$ cat config.mk
export PLATFORM = sky130hd
export DESIGN_NAME = uart_tx_fifo
export DESIGN_NICKNAME = d
export VERILOG_FILES = /design/src/rtl/uart_tx_fifo.sv
export SDC_FILE = /design/constraint.sdc
export NUM_CORES = 1
export LEC_CHECK = 0
export CORE_MARGIN = 2
export CORE_UTILIZATION = 66
export CTS_CLUSTER_DIAMETER = 100
export DETAILED_ROUTE_END_ITERATION = 12
export PLACE_DENSITY = 0.95
export RECOVER_POWER = 100
export REMOVE_ABC_BUFFERS = 1
export SYNTH_ARGS = -nofsm -noshare
export SYNTH_HDL_FRONTEND = slang
export SYNTH_SLANG_ARGS = --single-unit
$ cat constraint.sdc
create_clock -name clk -period 4.36 [get_ports clk]
set_input_delay 0.872 -clock clk [delete_from_list [all_inputs] [get_ports clk]]
set_output_delay 0.872 -clock clk [all_outputs]
set_load 0.01 [all_outputs]
$ cat src/rtl/uart_tx_fifo.sv
`timescale 1ns/1ps
`default_nettype none
// ============================================================================
// Module      : uart_tx_fifo
// Description : Buffered UART transmitter. A byte FIFO feeds a back-to-back
//               serialiser. The default frame format is 8N1. Define
//               UART_TX_PARITY_EN to build 8E1 with an even-parity bit.
// Revision    : 1.0 - initial release
// ============================================================================
module uart_tx_fifo #(
    parameter int BAUDRATE_CNT = 27_000_000 / 115200,
    parameter int FIFO_DEPTH   = 16
) (
    input  logic                          clk,
    input  logic                          rst,
    input  logic [7:0]                    tx_data,
    input  logic                          tx_valid,
    output logic                          tx_ready,
    output logic                          uart_tx,
    output logic                          busy,
    output logic [$clog2(FIFO_DEPTH):0]   fifo_count,
    output logic                          overflow
);

    localparam int c_BW = (BAUDRATE_CNT > 1) ? $clog2(BAUDRATE_CNT) : 1;
    localparam int c_PW = $clog2(FIFO_DEPTH);
    localparam int c_CW = c_PW + 1;

    localparam logic [c_BW-1:0] c_BAUD_LAST = c_BW'(BAUDRATE_CNT - 1);
    localparam logic [c_BW-1:0] c_BAUD_ONE  = c_BW'(1);
    localparam logic [c_PW-1:0] c_PTR_ONE   = c_PW'(1);
    localparam logic [c_CW-1:0] c_CNT_ONE   = c_CW'(1);
    localparam logic [c_CW-1:0] c_CNT_FULL  = c_CW'(FIFO_DEPTH);

    typedef enum logic [2:0] {
        ST_IDLE,
        ST_START,
        ST_DATA,
`ifdef UART_TX_PARITY_EN
        ST_PARITY,
`endif
        ST_STOP
    } state_t;

    state_t            state_q, state_d;
    logic [c_BW-1:0]   baud_cnt_q, baud_cnt_d;
    logic [2:0]        bit_cnt_q, bit_cnt_d;
    logic [7:0]        shift_q, shift_d;
    logic              tx_q, tx_d;
    logic              busy_q, busy_d;
    logic              overflow_q, overflow_d;
    logic [c_PW-1:0]   wr_ptr_q, wr_ptr_d;
    logic [c_PW-1:0]   rd_ptr_q, rd_ptr_d;
    logic [c_CW-1:0]   count_q, count_d;
`ifdef UART_TX_PARITY_EN
    logic              parity_q, parity_d;
`endif

    logic [7:0]        fifo_mem [FIFO_DEPTH];

    logic              w_full;
    logic              w_empty;
    logic              w_push;
    logic              w_pop;
    logic              w_baud_last;
    logic [7:0]        w_head;

    assign w_full      = (count_q == c_CNT_FULL);
    assign w_empty     = (count_q == '0);
    assign w_push      = tx_valid && !w_full;
    assign w_baud_last = (baud_cnt_q == c_BAUD_LAST);
    assign w_head      = fifo_mem[rd_ptr_q];

    always_comb begin
        state_d    = state_q;
        baud_cnt_d = w_baud_last ? '0 : baud_cnt_q + c_BAUD_ONE;
        bit_cnt_d  = bit_cnt_q;
        shift_d    = shift_q;
        tx_d       = tx_q;
        busy_d     = busy_q;
        wr_ptr_d   = wr_ptr_q;
        rd_ptr_d   = rd_ptr_q;
        count_d    = count_q;
        overflow_d = overflow_q | (tx_valid & w_full);
`ifdef UART_TX_PARITY_EN
        parity_d   = parity_q;
`endif
        w_pop      = 1'b0;

        case (state_q)
            ST_IDLE: begin
                baud_cnt_d = '0;
                w_pop      = !w_empty;
            end
            ST_START: begin
                if (w_baud_last) begin
                    state_d   = ST_DATA;
                    tx_d      = shift_q[0];
                    bit_cnt_d = '0;
                end
            end
            ST_DATA: begin
                if (w_baud_last) begin
                    if (bit_cnt_q == 3'd7) begin
`ifdef UART_TX_PARITY_EN
                        state_d = ST_PARITY;
                        tx_d    = parity_q;
`else
                        state_d = ST_STOP;
                        tx_d    = 1'b1;
`endif
                    end else begin
                        bit_cnt_d = bit_cnt_q + 3'd1;
                        shift_d   = {1'b0, shift_q[7:1]};
                        tx_d      = shift_q[1];
                    end
                end
            end
`ifdef UART_TX_PARITY_EN
            ST_PARITY: begin
                if (w_baud_last) begin
                    state_d = ST_STOP;
                    tx_d    = 1'b1;
                end
            end
`endif
            ST_STOP: begin
                if (w_baud_last) begin
                    if (!w_empty) begin
                        w_pop = 1'b1;
                    end else begin
                        state_d = ST_IDLE;
                        busy_d  = 1'b0;
                    end
                end
            end
            default: begin
                state_d = ST_IDLE;
                tx_d    = 1'b1;
                busy_d  = 1'b0;
            end
        endcase

        // A pop chains straight into a start bit, so back-to-back frames
        // leave no idle cycle between stop and start.
        if (w_pop) begin
            state_d    = ST_START;
            shift_d    = w_head;
            tx_d       = 1'b0;
            busy_d     = 1'b1;
            baud_cnt_d = '0;
            rd_ptr_d   = rd_ptr_q + c_PTR_ONE;
`ifdef UART_TX_PARITY_EN
            parity_d   = ^w_head;
`endif
        end

        if (w_push) begin
            wr_ptr_d = wr_ptr_q + c_PTR_ONE;
        end

        case ({w_push, w_pop})
            2'b10:   count_d = count_q + c_CNT_ONE;
            2'b01:   count_d = count_q - c_CNT_ONE;
            default: count_d = count_q;
        endcase
    end

    always_ff @(posedge clk or posedge rst) begin
        if (rst) begin
            state_q    <= ST_IDLE;
            baud_cnt_q <= '0;
            bit_cnt_q  <= '0;
            shift_q    <= '0;
            tx_q       <= 1'b1;
            busy_q     <= 1'b0;
            overflow_q <= 1'b0;
            wr_ptr_q   <= '0;
            rd_ptr_q   <= '0;
            count_q    <= '0;
`ifdef UART_TX_PARITY_EN
            parity_q   <= 1'b0;
`endif
        end else begin
            state_q    <= state_d;
            baud_cnt_q <= baud_cnt_d;
            bit_cnt_q  <= bit_cnt_d;
            shift_q    <= shift_d;
            tx_q       <= tx_d;
            busy_q     <= busy_d;
            overflow_q <= overflow_d;
            wr_ptr_q   <= wr_ptr_d;
            rd_ptr_q   <= rd_ptr_d;
            count_q    <= count_d;
`ifdef UART_TX_PARITY_EN
            parity_q   <= parity_d;
`endif
        end
    end

    // Storage needs no reset: reset clears the pointers, so old entries are unreachable.
    always_ff @(posedge clk) begin
        if (w_push) begin
            fifo_mem[wr_ptr_q] <= tx_data;
        end
    end

    assign tx_ready   = !w_full;
    assign uart_tx    = tx_q;
    assign busy       = busy_q;
    assign fifo_count = count_q;
    assign overflow   = overflow_q;

endmodule
`default_nettype wire

==> impl_metrics.yaml <==
status:
  status: "finished, final reports clean"
critical_path:
  start_kind: "register"
  worstSetupPathType: "reg -> reg"
  reg2reg_slack_ns: 0.75
  critical_path.max_fanout: 23
  end_kind: "register"
  cp.arrival_ns: 4.01
  worstPathRequired_ns: 4.75
min_path:
  min_path_type: "reg -> reg"
route:
  post_drt_wl_per_cell_um: 24.9
  routed_via_density: 6.47
  ant_nets: 0
  drc: 0
  vias: 3871
  drt-pass1-iter-count: 5
  drt-total-wl_mm: 14.9
  dr.first_iter.drc_count: 451
clock_network:
  ctsLongestPathBuffers: 2
  cts_sinks: 165
  path_clk_slew_ns: 0.07
  cts_setup_buffers: 0
  htree_levels: 4
  cts_resized: 0
  cts_tree: "done"
  cts_buffers: 17
  cts.root.buffer_cell: "clkbuf_8"
  cts_hold_buf: 0
  worstSkewPairLatency_ns: 0.53
placement:
  routabilityCongestion: 0.835
  dp_cells: 566
  post-dp-hpwl_mm: 8.80
  placed_cell_area_um2: 7450
  numPortBuffers: 19
die:
  fp.dieW_um: 108
  ios: 20
  dieArea_um2: 11700
  start_util_pct: 66.9
  num_rows: 38
  core_um2: 10700
  die_y_um: 108
synthesis:
  yosys.area_share.adder_pct: 3.13
  synth_compound_area_share_pct: 4.04
  yosysWarnings: 0
  yosysSeqAreaShare_pct: 66.3
  synthXorXnorAreaFrac_pct: 2.07
  post-synth-top-area-fraction_pct: 53.5
  yosysTopAreaCell: "edfxtp_1"
  synthCells: 423
  synth_area_um2: 7190
  synth-simple-area-share_pct: 5.59
  synth_mux_area_share_pct: 16.1
  synthTopCellsByArea: "edfxtp_1 (53%), dfrtp_1 (13%), mux4_2 (10%)"
  synth-seq-cells: 165
  synth.avg_cell_area_um2: 17.0
  synth_top_family_by_area: "multiplexers"
  netlist-cell-type-count: 56
  synthFlopType: "edfxtp_1"
  async_flop_share_pct: 22.4
  synth_edf_count: 128
global_route:
  grt_max_degree: 30
  grt_util_all_layers_pct: 28.1
  grt_overflow: 0
  grt_pass1_vias: 3973
  antenna_found_initial: 0
  grt_pass1_wl_mm: 23.2
timing:
  fin_tns_setup_ns: 0
  fin_crit_sh_pct: 82.9
  worst_pin_slew_ns: 1.45
  fin_worst_skew_ns: 0.00569
  slew_viol_final: 0
  rsz0062_at_grt: "false"
  fmax_ghz: 0.277
  slew_headroom_pct: 3.22
  min_period_ns: 3.61
  setup_viol: 0
  hold_viol_final: 0
cells_and_area:
  fin_nets: 474
  stdcell_area_um2: 8010
  stdcell_count: 598
  drive_gt1_share_pct: 17.0
  fillCellCount: 599
  antenna-diode-count: 0
  area_delta_synth_final_pct: 11.4
pwr:
  p_total_uw: 3940
  static-leakage-power_uw: 0.00285
  ir_worst_vdd_mv: 0.366
  powerDensity_nw_per_um2: 492
job:
  maxCapViolations: 0
[power by group]
part,leakage (uW),internal [uW],switching [uW],total (uW)
clock,0.000289,834,663,1500
combinational,0.000955,180,257,436
sequential,0.00160,1870,136,2010
[registers in the layout, indices dropped and copies added (netlist names)]
name	flops
wr_ptr_q	4
baud_cnt_q	8
uart_tx	1
busy	1
fifo_mem	128
state_q	2
rd_ptr_q	4
fifo_count	5
shift_q	8
bit_cnt_q	3
overflow	1
[synth_stat cells, drive strengths merged (3+ instances only)]
cell,n
nor2,29
inv,11
nand2b,4
xnor2,9
o21ai,7
dfrtp,36
a21oi,5
nor3,6
clkbuf,4
mux2i,31
ha,18
mux4,32
and3b,3
and3,4
nand2,13
edfxtp,128
a22o,4
nand3,8
mux2,11
xor2,8
buf,17
[through the flow]
step	utilization, %	hold WS (ns)	setup slack [ns]
5_1_grt	74.5	0.493	0.386
4_1_cts	74.8	0.474	0.863
3_5_place_dp	69.4	0.459	0.715
2_1_floorplan	-	0.490	1.37
6_report	74.5	0.467	0.746
3_3_place_gp	69.4	0.456	0.857
[final cells by class]
type / instances / area, um^2 / share of cell area (%)
Sequential cell: 165 / 4770 / 59.6
Inverter: 11 / 41.3 / 0.515
Clock inverter: 15 / 168 / 2.09
Timing Repair Buffer: 26 / 220 / 2.75
Multi-Input combinational cell: 224 / 2220 / 27.7
Tap cell: 140 / 175 / 2.19
Clock buffer: 17 / 414 / 5.17
[path summary, 6_finish.rpt]
path	end	cells past startpoint	start
max	shift_q[5]$_DFFE_PP0P_	5	rd_ptr_q[0]$_DFFE_PP0N_
min	overflow$_DFF_PP0_	1	overflow$_DFF_PP0_
max reg2reg	shift_q[5]$_DFFE_PP0P_	5	rd_ptr_q[0]$_DFFE_PP0N_
min reg2reg	overflow$_DFF_PP0_	1	overflow$_DFF_PP0_
max in group asynchronous	shift_q[6]$_DFFE_PP0P_	3	rst
min in group asynchronous	fifo_count[2]$_DFFE_PP0P_	2	rst
[kinds of logic after synthesis]
group	after synthesis
buffers and inverters	34
XOR/XNOR	17
adder cells (fa/ha/maj)	18
flip-flops	165
AND/OR/NAND/NOR	78
AO/OA/AOI/OAI	37
multiplexers	74
[metal layers]
metal,track usage (%),vias up,routed length (um)
li1,-,1689,-
met1,38.3,1972,5920
met2,45.7,180,7580
met3,4.40,30,920
met4,12.4,0,442
met5,0,-,0
[cell usage in the layout (no fill, tap or decap), drive strengths merged, types with 6 or more instances in the layout]
master	count
dfrtp	36
o21ai	7
mux2	11
mux2i	31
nand3	8
nor2	29
dlygate4sd3	19
ha	18
nor3	6
clkbuf	23
mux4	32
xnor2	9
edfxtp	128
nand2	13
inv	19
xor2	8
[worst max-delay path, cell delays in order, from the launching register on]
cell and delay [ns]:
dfrtp_1 1.31, clkbuf_1 0.91, mux4_2 0.61, mux2i_1 0.30
mux2_1 0.24, mux2i_1 0.08
(Power assumes the default switching activity.)
